==> config.mk <==
export PLATFORM = sky130hd
export DESIGN_NAME = decode_ctrl_stage
export DESIGN_NICKNAME = d
export VERILOG_FILES = /design/src/rtl/decode_ctrl_stage_pkg.sv /design/src/rtl/decode_ctrl_stage_imm_gen.sv /design/src/rtl/decode_ctrl_stage.sv
export SDC_FILE = /design/constraint.sdc
export NUM_CORES = 1
export LEC_CHECK = 0
export BUFFER_PORTS_ARGS = -buffer_cell sky130_fd_sc_hd__clkbuf_2
export CAP_MARGIN = 20
export CELL_PAD_IN_SITES_DETAIL_PLACEMENT = 0
export CELL_PAD_IN_SITES_GLOBAL_PLACEMENT = 1
export CORE_MARGIN = 3
export CORE_UTILIZATION = 38
export CTS_CLUSTER_DIAMETER = 150
export DETAILED_ROUTE_END_ITERATION = 10
export PLACE_DENSITY = 0.89
export SETUP_SLACK_MARGIN = 0.15
export SYNTH_ARGS = -nofsm -noshare
export SYNTH_HDL_FRONTEND = slang
export SYNTH_SLANG_ARGS = --single-unit
export TNS_END_PERCENT = 1
==> constraint.sdc <==
create_clock -name clk -period 7.9 [get_ports clk]
set_clock_uncertainty 0.15 [all_clocks]
set_input_delay 1.975 -clock clk [delete_from_list [all_inputs] [get_ports clk]]
set_output_delay 1.975 -clock clk [all_outputs]
set_load 0.03 [all_outputs]
==> src/rtl/decode_ctrl_stage_pkg.sv <==
// Shared RV32I decode constants, the registered control bundle and small helpers
// used by the ID-stage decoder and its immediate generator.
package decode_ctrl_stage_pkg;

    localparam logic [6:0] OP_R     = 7'h33;
    localparam logic [6:0] OP_IMM   = 7'h13;
    localparam logic [6:0] OP_LOAD  = 7'h03;
    localparam logic [6:0] OP_STORE = 7'h23;
    localparam logic [6:0] OP_BR    = 7'h63;
    localparam logic [6:0] OP_JAL   = 7'h6F;
    localparam logic [6:0] OP_JALR  = 7'h67;
    localparam logic [6:0] OP_LUI   = 7'h37;
    localparam logic [6:0] OP_AUIPC = 7'h17;

    localparam logic [3:0] ALU_ADD   = 4'h0;
    localparam logic [3:0] ALU_SUB   = 4'h1;
    localparam logic [3:0] ALU_XOR   = 4'h2;
    localparam logic [3:0] ALU_OR    = 4'h3;
    localparam logic [3:0] ALU_AND   = 4'h4;
    localparam logic [3:0] ALU_SLL   = 4'h5;
    localparam logic [3:0] ALU_SRL   = 4'h6;
    localparam logic [3:0] ALU_BEQ   = 4'h7;
    localparam logic [3:0] ALU_BNE   = 4'h8;
    localparam logic [3:0] ALU_SLT   = 4'h9;
    localparam logic [3:0] ALU_SRA   = 4'hA;
    localparam logic [3:0] ALU_AUIPC = 4'hB;
    localparam logic [3:0] ALU_BLT   = 4'hC;
    localparam logic [3:0] ALU_BGE   = 4'hD;
    localparam logic [3:0] ALU_JAL   = 4'hE;

    typedef enum logic {
        HZ_NORMAL,
        HZ_BUBBLE
    } hz_state_e;

    typedef struct packed {
        logic [4:0] rs1;
        logic [4:0] rs2;
        logic [4:0] rd;
        logic [3:0] alu_ctrl;
        logic       alu_src;
        logic       cmp_unsigned;
        logic       mem_wen;
        logic [2:0] mem_size;
        logic       wb_sel;
        logic       reg_wb;
        logic       auipc;
        logic       branch;
        logic       jump;
        logic       pc_src;
        logic       illegal;
    } ctrl_t;

    // Quiet bundle: every enable off, sequential pc selected.
    function automatic ctrl_t ctrl_idle();
        ctrl_t c;
        c        = '0;
        c.pc_src = 1'b1;
        return c;
    endfunction

    // Mnemonics arrive NUL-padded on the left; turn that padding into spaces.
    function automatic logic [79:0] pad_ascii(input logic [79:0] s);
        logic [79:0] r;
        logic        seen;
        r    = s;
        seen = 1'b0;
        for (int i = 9; i >= 0; i--) begin
            if (!seen && r[i*8 +: 8] == 8'h00) begin
                r[i*8 +: 8] = 8'h20;
            end else begin
                seen = 1'b1;
            end
        end
        return r;
    endfunction

endpackage

==> src/rtl/decode_ctrl_stage_imm_gen.sv <==
// Combinational immediate generator: picks the I/S/B/U/J field layout from the
// opcode and sign-extends it to XLEN. Shift-immediates yield the bare shamt.
module decode_ctrl_stage_imm_gen
    import decode_ctrl_stage_pkg::*;
#(
    parameter int XLEN = 32
) (
    input  logic [31:0]     instr_i,
    output logic [XLEN-1:0] imm_o
);

    logic [6:0]  opcode;
    logic [2:0]  funct3;
    logic [31:0] imm32;

    assign opcode = instr_i[6:0];
    assign funct3 = instr_i[14:12];

    always_comb begin
        imm32 = '0;
        case (opcode)
            OP_IMM: begin
                if (funct3 == 3'd1 || funct3 == 3'd5) begin
                    imm32 = {26'd0, (XLEN == 64) ? instr_i[25] : 1'b0, instr_i[24:20]};
                end else begin
                    imm32 = {{20{instr_i[31]}}, instr_i[31:20]};
                end
            end
            OP_LOAD, OP_JALR: begin
                imm32 = {{20{instr_i[31]}}, instr_i[31:20]};
            end
            OP_STORE: begin
                imm32 = {{20{instr_i[31]}}, instr_i[31:25], instr_i[11:7]};
            end
            OP_BR: begin
                imm32 = {{19{instr_i[31]}}, instr_i[31], instr_i[7], instr_i[30:25],
                         instr_i[11:8], 1'b0};
            end
            OP_LUI, OP_AUIPC: begin
                imm32 = {instr_i[31:12], 12'd0};
            end
            OP_JAL: begin
                imm32 = {{11{instr_i[31]}}, instr_i[31], instr_i[19:12], instr_i[20],
                         instr_i[30:21], 1'b0};
            end
            default: begin
                imm32 = '0;
            end
        endcase
    end

    assign imm_o = XLEN'($signed(imm32));

endmodule

==> src/rtl/decode_ctrl_stage.sv <==
// Registered ID stage: decodes one RV32I instruction per cycle into a control
// bundle, with valid/ready on both sides and one-bubble load-use stalling.
module decode_ctrl_stage
    import decode_ctrl_stage_pkg::*;
#(
    parameter int XLEN     = 32,
    parameter bit STR_EN   = 1'b1,
    parameter bit LU_STALL = 1'b1
) (
    input  logic            clk,
    input  logic            reset,
    input  logic            in_valid,
    output logic            in_ready,
    input  logic [31:0]     instr,
    input  logic [XLEN-1:0] pc,
    input  logic            flush,
    output logic            out_valid,
    input  logic            out_ready,
    output logic [XLEN-1:0] out_pc,
    output logic [XLEN-1:0] imm,
    output logic [4:0]      rs1,
    output logic [4:0]      rs2,
    output logic [4:0]      rd,
    output logic [3:0]      alu_ctrl,
    output logic            alu_src,
    output logic            cmp_unsigned,
    output logic            mem_wen,
    output logic [2:0]      mem_size,
    output logic            wb_sel,
    output logic            reg_wb,
    output logic            auipc,
    output logic            branch,
    output logic            jump,
    output logic            pc_src,
    output logic            illegal,
    output logic [79:0]     decode_str
);

    localparam logic [79:0] STR_RESET = STR_EN ? pad_ascii(80'("RESET")) : 80'd0;

    logic [6:0]      opcode;
    logic [2:0]      funct3;
    logic [6:0]      funct7;
    ctrl_t           dec_d;
    logic [79:0]     name_d;
    logic [79:0]     str_d;
    logic [XLEN-1:0] imm_d;

    hz_state_e       state_q;
    hz_state_e       state_d;
    logic            out_valid_q;
    ctrl_t           ctrl_q;
    logic [XLEN-1:0] pc_q;
    logic [XLEN-1:0] imm_q;
    logic [79:0]     str_q;

    logic            load_hit;
    logic            stall_now;
    logic            accept;

    assign opcode = instr[6:0];
    assign funct3 = instr[14:12];
    assign funct7 = instr[31:25];

    decode_ctrl_stage_imm_gen #(
        .XLEN(XLEN)
    ) u_imm_gen (
        .instr_i(instr),
        .imm_o  (imm_d)
    );

    always_comb begin
        dec_d         = ctrl_idle();
        dec_d.illegal = 1'b1;
        name_d        = 80'("ILLEGAL");
        case (opcode)
            OP_R: begin
                // funct7 may only be 0, or 0x20 for the SUB/SRA variants.
                if (!funct7[6] && funct7[4:0] == 5'd0 &&
                    (!funct7[5] || funct3 == 3'd0 || funct3 == 3'd5)) begin
                    dec_d.illegal = 1'b0;
                    dec_d.rs1     = instr[19:15];
                    dec_d.rs2     = instr[24:20];
                    dec_d.rd      = instr[11:7];
                    dec_d.reg_wb  = 1'b1;
                    case (funct3)
                        3'd0: begin
                            dec_d.alu_ctrl = funct7[5] ? ALU_SUB : ALU_ADD;
                            name_d         = funct7[5] ? 80'("SUB") : 80'("ADD");
                        end
                        3'd1: begin dec_d.alu_ctrl = ALU_SLL; name_d = 80'("SLL"); end
                        3'd2: begin dec_d.alu_ctrl = ALU_SLT; name_d = 80'("SLT"); end
                        3'd3: begin
                            dec_d.alu_ctrl     = ALU_SLT;
                            dec_d.cmp_unsigned = 1'b1;
                            name_d             = 80'("SLTU");
                        end
                        3'd4: begin dec_d.alu_ctrl = ALU_XOR; name_d = 80'("XOR"); end
                        3'd5: begin
                            dec_d.alu_ctrl = funct7[5] ? ALU_SRA : ALU_SRL;
                            name_d         = funct7[5] ? 80'("SRA") : 80'("SRL");
                        end
                        3'd6: begin dec_d.alu_ctrl = ALU_OR; name_d = 80'("OR"); end
                        default: begin dec_d.alu_ctrl = ALU_AND; name_d = 80'("AND"); end
                    endcase
                end
            end
            OP_IMM: begin
                dec_d.illegal = 1'b0;
                dec_d.rs1     = instr[19:15];
                dec_d.rd      = instr[11:7];
                dec_d.alu_src = 1'b1;
                dec_d.reg_wb  = 1'b1;
                case (funct3)
                    3'd0: begin dec_d.alu_ctrl = ALU_ADD; name_d = 80'("ADDI"); end
                    3'd1: begin dec_d.alu_ctrl = ALU_SLL; name_d = 80'("SLLI"); end
                    3'd2: begin dec_d.alu_ctrl = ALU_SLT; name_d = 80'("SLTI"); end
                    3'd3: begin
                        dec_d.alu_ctrl     = ALU_SLT;
                        dec_d.cmp_unsigned = 1'b1;
                        name_d             = 80'("SLTIU");
                    end
                    3'd4: begin dec_d.alu_ctrl = ALU_XOR; name_d = 80'("XORI"); end
                    3'd5: begin
                        dec_d.alu_ctrl = instr[30] ? ALU_SRA : ALU_SRL;
                        name_d         = instr[30] ? 80'("SRAI") : 80'("SRLI");
                    end
                    3'd6: begin dec_d.alu_ctrl = ALU_OR; name_d = 80'("ORI"); end
                    default: begin dec_d.alu_ctrl = ALU_AND; name_d = 80'("ANDI"); end
                endcase
            end
            OP_LOAD: begin
                if (funct3 != 3'd3 && funct3 <= 3'd5) begin
                    dec_d.illegal  = 1'b0;
                    dec_d.rs1      = instr[19:15];
                    dec_d.rd       = instr[11:7];
                    dec_d.alu_src  = 1'b1;
                    dec_d.wb_sel   = 1'b1;
                    dec_d.reg_wb   = 1'b1;
                    dec_d.mem_size = funct3;
                    case (funct3)
                        3'd0:    name_d = 80'("LB");
                        3'd1:    name_d = 80'("LH");
                        3'd2:    name_d = 80'("LW");
                        3'd4:    name_d = 80'("LBU");
                        default: name_d = 80'("LHU");
                    endcase
                end
            end
            OP_STORE: begin
                if (funct3 <= 3'd2) begin
                    dec_d.illegal  = 1'b0;
                    dec_d.rs1      = instr[19:15];
                    dec_d.rs2      = instr[24:20];
                    dec_d.alu_src  = 1'b1;
                    dec_d.mem_wen  = 1'b1;
                    dec_d.mem_size = funct3;
                    case (funct3)
                        3'd0:    name_d = 80'("SB");
                        3'd1:    name_d = 80'("SH");
                        default: name_d = 80'("SW");
                    endcase
                end
            end
            OP_BR: begin
                if (funct3 != 3'd2 && funct3 != 3'd3) begin
                    dec_d.illegal      = 1'b0;
                    dec_d.rs1          = instr[19:15];
                    dec_d.rs2          = instr[24:20];
                    dec_d.branch       = 1'b1;
                    dec_d.cmp_unsigned = funct3[1];
                    case (funct3)
                        3'd0:    begin dec_d.alu_ctrl = ALU_BEQ; name_d = 80'("BEQ"); end
                        3'd1:    begin dec_d.alu_ctrl = ALU_BNE; name_d = 80'("BNE"); end
                        3'd4:    begin dec_d.alu_ctrl = ALU_BLT; name_d = 80'("BLT"); end
                        3'd5:    begin dec_d.alu_ctrl = ALU_BGE; name_d = 80'("BGE"); end
                        3'd6:    begin dec_d.alu_ctrl = ALU_BLT; name_d = 80'("BLTU"); end
                        default: begin dec_d.alu_ctrl = ALU_BGE; name_d = 80'("BGEU"); end
                    endcase
                end
            end
            OP_JAL: begin
                dec_d.illegal  = 1'b0;
                dec_d.rd       = instr[11:7];
                dec_d.alu_ctrl = ALU_JAL;
                dec_d.alu_src  = 1'b1;
                dec_d.reg_wb   = 1'b1;
                dec_d.jump     = 1'b1;
                dec_d.pc_src   = 1'b0;
                name_d         = 80'("JAL");
            end
            OP_JALR: begin
                dec_d.illegal  = 1'b0;
                dec_d.rs1      = instr[19:15];
                dec_d.rd       = instr[11:7];
                dec_d.alu_ctrl = ALU_ADD;
                dec_d.alu_src  = 1'b1;
                dec_d.reg_wb   = 1'b1;
                dec_d.jump     = 1'b1;
                dec_d.pc_src   = 1'b0;
                name_d         = 80'("JALR");
            end
            OP_LUI: begin
                dec_d.illegal  = 1'b0;
                dec_d.rd       = instr[11:7];
                dec_d.alu_ctrl = ALU_ADD;
                dec_d.alu_src  = 1'b1;
                dec_d.reg_wb   = 1'b1;
                name_d         = 80'("LUI");
            end
            OP_AUIPC: begin
                dec_d.illegal  = 1'b0;
                dec_d.rd       = instr[11:7];
                dec_d.alu_ctrl = ALU_AUIPC;
                dec_d.alu_src  = 1'b1;
                dec_d.reg_wb   = 1'b1;
                dec_d.auipc    = 1'b1;
                name_d         = 80'("AUIPC");
            end
            default: begin
                dec_d.illegal = 1'b1;
            end
        endcase
        if (dec_d.rd == 5'd0) begin
            dec_d.reg_wb = 1'b0;
        end
    end

    assign str_d = STR_EN ? pad_ascii(name_d) : 80'd0;

    // Fields without a source register decode to index 0, and a hazard needs rd!=0.
    assign load_hit  = out_valid_q && ctrl_q.wb_sel && (ctrl_q.rd != 5'd0) && in_valid &&
                       ((dec_d.rs1 == ctrl_q.rd) || (dec_d.rs2 == ctrl_q.rd));
    assign stall_now = LU_STALL && (state_q == HZ_NORMAL) && load_hit;
    assign in_ready  = !reset && (!out_valid_q || out_ready) && !stall_now;
    assign accept    = in_valid && in_ready && !flush;

    always_comb begin
        state_d = state_q;
        case (state_q)
            HZ_NORMAL: begin
                if (stall_now && out_ready) begin
                    state_d = HZ_BUBBLE;
                end
            end
            HZ_BUBBLE: begin
                state_d = HZ_NORMAL;
            end
            default: begin
                state_d = HZ_NORMAL;
            end
        endcase
        if (flush) begin
            state_d = HZ_NORMAL;
        end
    end

    always_ff @(posedge clk) begin
        if (reset) begin
            state_q     <= HZ_NORMAL;
            out_valid_q <= 1'b0;
            ctrl_q      <= ctrl_idle();
            pc_q        <= '0;
            imm_q       <= '0;
            str_q       <= STR_RESET;
        end else begin
            state_q <= state_d;
            if (flush) begin
                out_valid_q <= 1'b0;
            end else if (accept) begin
                out_valid_q <= 1'b1;
                ctrl_q      <= dec_d;
                pc_q        <= pc;
                imm_q       <= imm_d;
                str_q       <= str_d;
            end else if (out_ready) begin
                out_valid_q <= 1'b0;
            end
        end
    end

    assign out_valid    = out_valid_q;
    assign out_pc       = pc_q;
    assign imm          = imm_q;
    assign rs1          = ctrl_q.rs1;
    assign rs2          = ctrl_q.rs2;
    assign rd           = ctrl_q.rd;
    assign alu_ctrl     = ctrl_q.alu_ctrl;
    assign alu_src      = ctrl_q.alu_src;
    assign cmp_unsigned = ctrl_q.cmp_unsigned;
    assign mem_wen      = ctrl_q.mem_wen;
    assign mem_size     = ctrl_q.mem_size;
    assign wb_sel       = ctrl_q.wb_sel;
    assign reg_wb       = ctrl_q.reg_wb;
    assign auipc        = ctrl_q.auipc;
    assign branch       = ctrl_q.branch;
    assign jump         = ctrl_q.jump;
    assign pc_src       = ctrl_q.pc_src;
    assign illegal      = ctrl_q.illegal;
    assign decode_str   = str_q;

endmodule

Word level (Yosys, flattened, before mapping):

Cells that the tools add are included.

* register bits: 178
* output and inout port bits: 178
* word-level logic and storage cells: 186

* order comparisons: 2
* equal/unequal tests: 19
* muxes and demuxes: 77
* bitwise logic cells: 2
* reductions and logical operators: 66

Operators by type and width (count)
* 80-bit one-hot mux with 9 select lines: 1
* 39-bit one-hot mux with 7 select lines: 1
* 80-bit 2-to-1 mux: 3
* 31-bit one-hot mux with 7 select lines: 1
* 32-bit one-hot mux with 6 select lines: 1
* 31-bit one-hot mux with 5 select lines: 1
* 23-bit one-hot mux with 4 select lines: 1
* 8-bit zero test: 10
* 8-bit 2-to-1 mux: 10
* 55-bit 2-to-1 mux: 1
* 4-bit one-hot mux with 6 select lines: 2
* 32-bit 2-to-1 mux: 1
* 5-bit one-hot mux with 3 select lines: 2
* 1-bit 2-to-1 mux: 29
* 5-bit one-hot mux with 5 select lines: 1
* 1-bit logical AND: 23
* 7-bit by 6-bit equality test with 1-bit output, second input constant: 3
* 7-bit equality test, second input constant: 3
* 21-bit 2-to-1 mux: 1
* 10-bit 2-to-1 mux: 2
* 4-bit one-hot mux with 5 select lines: 1
* 19-bit 2-to-1 mux: 1
* 4-bit 2-to-1 mux: 4
* 5-bit 2-to-1 mux: 3
* 27 further kinds: 60

Longest topological paths before layout:

Gate-level depths: netlist of run 1.

* depth after elaboration: 33
* gate-level depth with buffers: 11

Modules after synthesis:

Synthesis of run 1 repeated with hierarchy kept, for this count alone.

* cells, all modules: 980
* area, all modules: 7532.2 um^2

By module, submodules not included
* decode_ctrl_stage: times used 1, cells each 896, area each 6885.4 um^2, seq. area each 2582.5 um^2
* decode_ctrl_stage_imm_gen: times used 1, cells each 84, area each 646.9 um^2, seq. area each 0.0 um^2

Least setup slack after synthesis of run 1:

No wires, ideal clock.

* path type: input to output
* start point: input instr[14]
* end point: output in_ready
* data arrival time: 3.988 ns
* slack: 1.787 ns
* cell stages on the path: 10
* buffers on the path: 4
* cell sequence: buf_2 nor2b_1 buf_2 o31a_1 o31ai_4 a2111oi_4 a211oi_4 buf_4 buf_2 nor2_1

* word-level cells in the longest chain between the ends: 12

Ends and longest elaborated chain
* from (decl): RTL line decode_ctrl_stage.sv:14 `input logic [31:0] instr,`
* branches (longest 7 deep; another with 3-bit <= comparator)
* 1-bit logical OR *: RTL line decode_ctrl_stage.sv:233 `((dec_d.rs1 == ctrl_q.rd) || (dec_d.rs2 == ctrl_q.rd));`
* 1-bit logical AND *: RTL line decode_ctrl_stage.sv:232 `assign load_hit = out_valid_q && ctrl_q.wb_sel && (ctrl_q.rd != 5'd0) && in_valid &&`
* 1-bit logical AND *: RTL line decode_ctrl_stage.sv:234 `assign stall_now = LU_STALL && (state_q == HZ_NORMAL) && load_hit;`
* 1-bit zero test *: RTL line decode_ctrl_stage.sv:235 `assign in_ready = !reset && (!out_valid_q || out_ready) && !stall_now;`
* 1-bit logical AND *: RTL line decode_ctrl_stage.sv:235
* to (decl): RTL line decode_ctrl_stage.sv:13 `output logic in_ready,`

Mark *: on every way between the ends.

Worst setup path in the final report of run 1:

Ends and elaborated chain as after synthesis.

==> results.md, run 1 <==
- Outcome: complete, no violations
- Max-capacitance violation count: 0
- Detailed placer's ending HPWL: 17.9 mm
- Share of final-layout standard cells stronger than drive strength 1: 25.5%
- Most common flop cell mapped by yosys: sky130_fd_sc_hd__dfxtp_1
- Clock-pin slew on the worst setup and hold paths: 60 ps
- Data required time at the worst endpoint: 5780 ps
- Detailed router's first-iteration violation count: 773
- Setup CP Type: in -> out
- Worst reg2reg setup slack: 4850 ps
- Routed wire length: 25.7 mm
- Timing-limited maximum frequency: 156 MHz
- Net total in the final layout: 1094
- Unrepaired setup endpoints after global routing: false
- Top-level I/O count: 247
- Share of flip-flops with an asynchronous set or reset: 0%
- Number of buffers created by CTS: 17
- Final antenna diode count: 0
- Number of cells produced by synthesis: 884
- Global Route Usage Sum: 25.1%
- Most numerous cell in the Yosys netlist: sky130_fd_sc_hd__dfxtp_1
- Maximum number of pins on one net before global-route repair: 86
- Sink count of the clock tree: 129
- Count of endpoints failing hold in the final timing report: 0
- Area contributors post-synth: sky130_fd_sc_hd__dfxtp_1 (37%), sky130_fd_sc_hd__a21oi_1 (7.6%), sky130_fd_sc_hd__buf_4 (5.5%)
- Destination of the worst hold path: rs1[2]
- Worst IR drop on VDD: 140 uV
- Overall die height: 141 um
- Vias in the first global route: 6982
- # setup viols final: 0
- Launching element type of the critical path: input port
- Hold/Removal Path Class: reg -> reg
- Part of the cycle the worst path needs: 81.3%
- Root buf cell: sky130_fd_sc_hd__clkbuf_16
- Clock latency reported for the late side of the worst-skew pair: 420 ps
- Maximum count of clock buffers along a single path: 2
- Wire length of the first global-routing pass: 40.1 mm
- Syn. warnings: 0
- Horiz. Die Dim: 141 um
- Synth-to-layout area growth: 21.2%
- Post-Layout Cell Count: 1263
- Hold Path Depth: 2
- Reg-to-reg critical path endpoint: jump
- Initial Utilization: 39.5%
- Delay of the slowest critical-path stage: 510 ps
- Via density per instance: 5.88
- Depth of the worst register-to-register path: 7
- Total power density per cell area: 203 nW/um^2
- Residual DRC: 0
- Transition time at the pin with the least slew margin: 979 ps
- Input/output buffers: 205
- Static Leakage: 3.47 nW
- Initial DRT Pass Iterations: 5
- Area share of the leading cell type in the synthesized netlist: 37.3%
- Summed negative setup slack over all endpoints: 0 ps
- R2R Path Start: rd[2]
- Critical path, cell by cell: clkbuf_2 -> nor2b_1 -> o31a_1 -> nor3_1 -> o2111ai_1 -> nand3_1 -> nor2_1 -> clkbuf_2
- Slowest stage cell on the critical path: sky130_fd_sc_hd__nor2b_1
- Endpoint arrival time on the critical path: 4300 ps
- Number of synthesized flops with an enable pin: 0
- Gr ovfl total: 0
- Total via count after detailed routing: 7427
- Mean instance size in the synthesized netlist: 7.83 sq um
- Hold-fix buffers at CTS: 0
- Cell type with the largest total area after synthesis: sky130_fd_sc_hd__dfxtp_1
- Core box area: 17500 sq um
- Post-synth top cells: sky130_fd_sc_hd__dfxtp_1 (129), sky130_fd_sc_hd__a21oi_1 (105), sky130_fd_sc_hd__o21ai_0 (70)
- Number of synthesized register bits: 129
- Minimum clock period: 6420 ps
- Fill cell instance count of the final layout: 1776
- CP endpoint kind: primary output
- H-Tree Level Count: 4
- Total placed cells including tap cells: 1230
- Number of distinct standard cells referenced by the synthesized netlist: 64
- Number of buffers inserted to repair setup after CTS: 0
- Number of antenna-violating nets in the routed design: 0
- Num rows: 48
- Detailed-route wire length per cell: 20.4 um
- Die Area: 19900 sq um
- TritonCTS clock tree: yes
- Most common cell type on the critical path: sky130_fd_sc_hd__clkbuf_2
- Sequential element share of the synthesized area: 37.3%
- Final Total Pwr: 1.71 mW
- Hold wc startpoint: rs1[2]
- Count of instances resized after the clock tree is built: 0
- Routability Congestion: 1.02
- Number of pins exceeding their max-slew limit in the final report: 0
- Relative slew slack: 34.3%
- Antenna violations before repair: 0
- Maximum fanout count along the critical path: 27
- Area of the mapped netlist: 6920 sq um
-- worst max-delay path: cells and delay by family --
kind / cells / cell delay [ps]
AO/OA/AOI/OAI: 2 / 770
buffers and inverters: 2 / 670
AND/OR/NAND/NOR: 4 / 870
-- kinds of logic (layout without fill, tap and decap cells) --
kind of cell           Yosys count  after routing  share of synthesized area, %
XOR/XNOR                         8              8                          1.01
other                            2             41                         0.108
AO/OA/AOI/OAI                  345            345                          31.6
buffers and inverters          139            254                          10.7
flip-flops                     129            129                          37.3
multiplexers                     6              6                         0.867
AND/OR/NAND/NOR                255            255                          18.4
-- registers in the layout (all words and copies together) (netlist names) --
signal / flops
mem_size: 3
rs2: 5
decode_str: 31
reg_wb: 1
alu_src: 1
jump: 1
out_pc: 32
cmp_unsigned: 1
out_valid: 1
alu_ctrl: 4
state_q: 1
rd: 5
illegal: 1
pc_src: 1
branch: 1
auipc: 1
rs1: 5
mem_wen: 1
imm: 32
wb_sel: 1
-- routing by layer --
layer  track usage (%)  share of wire [%]  vias up
met5                 0                  0        -
li1                  -                  -     3469
met2              37.8                 43      407
met3              5.77                8.6       80
met4              9.79                3.8        0
met1              34.9                 44     3471
-- metrics by stage --
stage / worst slack (ps) / hold slack (ps) / cell area (sq um) / util, %
after global placement: 1590 / 288 / 7760 / 44.3
final: 1480 / 304 / 8390 / 47.9
after CTS: 1550 / 306 / 8370 / 47.7
after floorplan: 1790 / 427 / 7070 / -
after detailed placement: 1560 / 291 / 7760 / 44.3
after global routing: 1250 / 326 / 8390 / 47.9
-- where the power goes --
part           internal [mW]  switching (mW)
combinational         0.0583           0.168
clock                  0.487           0.317
sequential             0.668         0.00939
total                   1.21           0.494
-- layout by cell type, fill, tap and decap left out, types with 5 or more instances in the layout --
| cell | netlist | final |
|---|---|---|
| sky130_fd_sc_hd__buf_4 | 51 | 11 |
| sky130_fd_sc_hd__a2111o_1 | 8 | 8 |
| sky130_fd_sc_hd__o21ai_0 | 70 | 70 |
| sky130_fd_sc_hd__dfxtp_1 | 129 | 129 |
| sky130_fd_sc_hd__clkbuf_16 | 0 | 17 |
| sky130_fd_sc_hd__o21a_1 | 5 | 5 |
| sky130_fd_sc_hd__a22oi_1 | 9 | 9 |
| sky130_fd_sc_hd__nand3_1 | 53 | 53 |
| sky130_fd_sc_hd__nor2_1 | 52 | 52 |
| sky130_fd_sc_hd__nand4_1 | 23 | 23 |
| sky130_fd_sc_hd__conb_1 | 2 | 41 |
| sky130_fd_sc_hd__o21ai_1 | 36 | 36 |
| sky130_fd_sc_hd__and3_1 | 7 | 7 |
| sky130_fd_sc_hd__nor4_1 | 5 | 5 |
| sky130_fd_sc_hd__nor3_1 | 18 | 16 |
| sky130_fd_sc_hd__a21oi_1 | 105 | 105 |
| sky130_fd_sc_hd__a31oi_1 | 7 | 7 |
| sky130_fd_sc_hd__mux2i_1 | 6 | 6 |
| sky130_fd_sc_hd__nand2_1 | 58 | 58 |
| sky130_fd_sc_hd__a221oi_1 | 5 | 5 |
| sky130_fd_sc_hd__o31a_1 | 7 | 7 |
| sky130_fd_sc_hd__o22ai_1 | 5 | 5 |
| sky130_fd_sc_hd__clkbuf_2 | 0 | 204 |
| sky130_fd_sc_hd__nor2b_1 | 5 | 5 |
| sky130_fd_sc_hd__o211ai_1 | 20 | 20 |
| sky130_fd_sc_hd__o211a_1 | 7 | 7 |
| sky130_fd_sc_hd__nand2b_1 | 6 | 6 |
| sky130_fd_sc_hd__a211oi_1 | 24 | 24 |
| sky130_fd_sc_hd__or4_1 | 5 | 5 |
-- layout make-up --
cell class                      count  area, sq um  share of cell area [%]
Timing Repair Buffer              217         1140                    13.5
Inverter                            5         18.8                   0.224
Clock buffer                       19          453                    5.40
Multi-Input combinational cell    655         3770                    44.9
Sequential cell                   129         2580                    30.8
Clock inverter                     13          149                    1.77
Tap cell                          225          282                    3.35
-- worst max path at each step --
stage               startpoint       end  cells past startpoint
finish               instr[14]  in_ready                      8
global route         instr[14]  in_ready                      8
CTS                  instr[14]  in_ready                      8
detailed placement   instr[14]  in_ready                      8
global placement     instr[14]  in_ready                      8
floorplan            instr[14]  in_ready                     10
No activity file was read; power rests on OpenSTA's default activity.
==> run 2: changes to the inputs <==
ABC_AREA = 1   (was default)
CORE_UTILIZATION = 34   (was 38)
PLACE_DENSITY = 0.84   (was 0.89)
clock period = 6.49 ns   (was 7.9 ns; I/O delays follow)
==> results.md, run 2 <==
- Outcome: complete, no violations
- Most numerous cell in the Yosys netlist: sky130_fd_sc_hd__nand2_1
- Net total in the final layout: 1495 (+37%)
- Dominant delay contributor by cell family on the critical path: simple AND/OR/NAND/NOR gates
- Unrepaired setup endpoints after global routing: false
- Clock-pin slew on the worst setup and hold paths: 60 ps (about the same)
- Initial DRT Pass Iterations: 7 (+2)
- Final non-filler cell area: 9200 sq um (+9.6%)
- Gr ovfl total: 0 (unchanged)
- Worst IR drop on VDD: 119 uV (-15%)
- Number of synthesized flops with an enable pin: 0 (unchanged)
- Number of pins exceeding their max-slew limit in the final report: 0 (unchanged)
- Post-synth top cells: sky130_fd_sc_hd__nand2_1 (341), sky130_fd_sc_hd__nor2_1 (216), sky130_fd_sc_hd__inv_1 (207)
- Cell type with the largest total area after synthesis: sky130_fd_sc_hd__dfxtp_1
- Detailed-route wire length per cell: 15.6 um (-24%)
- Final antenna diode count: 0 (unchanged)
- Slowest stage cell on the critical path: sky130_fd_sc_hd__nor2_1
- Minimum clock period: 5760 ps
- Top-level I/O count: 247 (unchanged)
- Flop pwr share: 38.6% (-1.1 points)
- Switching share of total power: 31.3% (+2.4 points)
- Routability Congestion: 1.02 (about the same)
- H-Tree Level Count: 4 (unchanged)
- Number of buffers inserted to repair setup after CTS: 0 (unchanged)
- Core box area: 21900 sq um (+25%)
- Timing-limited maximum frequency: 174 MHz
- CP endpoint kind: primary output
- Area share of the leading cell type in the synthesized netlist: 33.9% (-3.3 points)
- Summed negative setup slack over all endpoints: 0 ps (unchanged)
- Via density per instance: 4.75 (-19%)
- Horiz. Die Dim: 156 um (+10%)
- Wire length of the first global-routing pass: 41.8 mm (+4.4%)
- Count of endpoints failing hold in the final timing report: 0 (unchanged)
- Share of flip-flops with an asynchronous set or reset: 0% (unchanged)
- Post-placement cell area: 8610 sq um (+11%)
- Total via count after detailed routing: 8158 (+9.8%)
- Endpoint arrival time on the critical path: 3990 ps (-310 ps)
- Post-layout utilization of the core: 42.0% (-5.9 points)
- Maximum fanout count along the critical path: 12 (-56%)
- Switching pwr: 0.694 mW (+40%)
- Most common cell type on the critical path: sky130_fd_sc_hd__nand2_1
- Number of buffers created by CTS: 17 (unchanged)
- TritonCTS clock tree: yes
- Leading cell type in the layout, fill and taps excluded: sky130_fd_sc_hd__nand2_1
- Fill cell instance count of the final layout: 2419 (+36%)
- Setup CP Type: in -> out
- Number of synthesized register bits: 129 (unchanged)
- Part of the cycle the worst path needs: 88.8%
- Total power density per cell area: 241 nW/um^2 (+19%)
- Sink count of the clock tree: 129 (unchanged)
- Met2 track demand over resource: 33.9% (-3.9 points)
- Proportion of power drawn by combinational gates: 18.1% (+4.8 points)
- Number of antenna-violating nets in the routed design: 0 (unchanged)
- Hold-fix buffers at CTS: 0 (unchanged)
- Maximum number of pins on one net before global-route repair: 87 (+1.2%)
- Critical path, cell by cell: clkbuf_2 -> nand2_1 -> inv_2 -> nand2_1 -> nor2_1 -> nand3_4 -> nand2_2 -> nand3_1 -> nand2_1 -> nand2_1 -> a21oi_1 -> nand2_1 -> nand2_2 -> a21boi_1 -> buf_4 -> clkbuf_2
- Num rows: 54 (+13%)
- Launching element type of the critical path: input port
- Area contributors post-synth: sky130_fd_sc_hd__dfxtp_1 (34%), sky130_fd_sc_hd__nand2_1 (17%), sky130_fd_sc_hd__nor2_1 (11%)
- Count of instances resized after the clock tree is built: 0 (unchanged)
- Overall die height: 156 um (+10%)
- Initial Utilization: 34.8% (-4.7 points)
- Sequential element share of the synthesized area: 33.9% (-3.3 points)
- Relative slew slack: 21.5% (-13 points)
- Die Area: 24200 sq um (+22%)
- Mean instance size in the synthesized netlist: 6.04 sq um (-23%)
- # setup viols final: 0 (unchanged)
- Detailed placer's ending HPWL: 20.0 mm (+12%)
- Routed wire length: 26.8 mm (+4.0%)
- Delay of the slowest critical-path stage: 550 ps (+40 ps)
- Number of distinct standard cells referenced by the synthesized netlist: 34 (-47%)
- Hold/Removal Path Class: reg -> reg
- Root buf cell: sky130_fd_sc_hd__clkbuf_16
- Met3 usage in global routing: 3.61% (-2.2 points)
- Max-capacitance violation count: 0 (unchanged)
- Static Leakage: 5.12 nW (+48%)
- Maximum count of clock buffers along a single path: 2 (unchanged)
- Data required time at the worst endpoint: 4720 ps (-1060 ps)
- Transition time at the pin with the least slew margin: 1170 ps (+190 ps)
- Fraction of power consumed by the clock network: 43.3% (-3.8 points)
- Final Total Pwr: 2.22 mW (+30%)
- Area of the mapped netlist: 7610 sq um (+9.9%)
- Commonest cells after routing, fill and taps aside: sky130_fd_sc_hd__nand2_1 (341), sky130_fd_sc_hd__nor2_1 (215), sky130_fd_sc_hd__inv_1 (206)
- Met1 usage: 29.0% (-5.9 points)
- Input/output buffers: 205 (unchanged)
- Synth-to-layout area growth: 20.9%
- Residual DRC: 0 (unchanged)
- Syn. warnings: 0 (unchanged)
- Detailed router's first-iteration violation count: 621 (-20%)
- Vias in the first global route: 7541 (+8.0%)
- Most common flop cell mapped by yosys: sky130_fd_sc_hd__dfxtp_1
- Internal power of the cells: 1.52 mW (+25%)
- Crit path buffers/inverters: 4 (+2)
- GRT Max-Usage Layer: met2
- Antenna violations before repair: 0 (unchanged)
- Global Route Usage Sum: 21.8% (-3.4 points)
- Clock latency reported for the late side of the worst-skew pair: 420 ps (about the same)
- Share of final-layout standard cells stronger than drive strength 1: 19.3% (-6.2 points)
- Number of cells produced by synthesis: 1260 (+43%)
run 2: cell count changes after synthesis, moves of 8 or more:
cell                       change
sky130_fd_sc_hd__inv_1       +204
sky130_fd_sc_hd__nand2_1     +283
sky130_fd_sc_hd__o21ai_0      -53
sky130_fd_sc_hd__inv_2        +13
sky130_fd_sc_hd__nor2_1      +164
sky130_fd_sc_hd__clkbuf_1     -18
sky130_fd_sc_hd__nand4_1      +47
sky130_fd_sc_hd__o211ai_1     -17
sky130_fd_sc_hd__a2111o_1      -8
sky130_fd_sc_hd__a21oi_1      -45
sky130_fd_sc_hd__nor3_1       -13
sky130_fd_sc_hd__nand3_1      -12
sky130_fd_sc_hd__o21ai_1      -36
sky130_fd_sc_hd__a211oi_1     -17
run 2: stage by stage:
stage               worst slack (ps)  std cells  hold WS [ps]
global route                     449       1718           351
floorplan                       1240       1299           435
finish                           728       1718           314
CTS                              798       1718           316
detailed placement               810       1687           299
global placement                 871       1687           294
run 2: layer usage:
metal,wire length [um],up-vias
met2,12000,331
met5,0,-
met1,11800,3619
li1,-,4138
met4,1230,0
met3,1740,70
run 2: path summary, 6_finish.rpt:
path | slack [ps] | start | end | cells past startpoint
worst max register to register | 3730 | rd[1] | out_pc[17] | 12
worst min-delay path | 310 | decode_str[10] | decode_str[10] | 2
worst max-delay path | 730 | instr[1] | in_ready | 16
worst min register to register | 310 | decode_str[10] | decode_str[10] | 2
run 2: power by group through the flow:
stage	logic [mW]	clock network, mW	registers, mW
after global routing	0.443	1.02	0.860
after global placement	0.400	0	0.872
after floorplan	0.224	0	0.949
after CTS	0.402	0.979	0.856
after detailed placement	0.400	0	0.873
final	0.401	0.960	0.856
run 2: cell type report:
type,instances,area [sq um],area share (%)
clock buffer,19,453,4.93
clock inverter,12,133,1.44
inverter,220,827,8.99
multi-input combinational,842,3730,40.5
sequential,129,2580,28.1
tap,280,350,3.81
timing repair buffer,216,1120,12.2
run 2: worst min-delay path, delay by kind of cell, from the launching register on:
kind,cells,cell delay [ps]
DFF,1,320
and+or+nand+nor,1,50
AOI/OAI and AO/OA,1,60
run 2: cells by family (layout without fill, tap and decap cells):
logic type	after synthesis	after routing	synth area share [%]
flip-flops	129	129	33.9
AND/OR/NAND/NOR	694	694	38.6
buffers and inverters	328	467	19.2
XOR/XNOR	1	1	0.115
other	2	41	0.0987
AO/OA/AOI/OAI	106	106	8.04
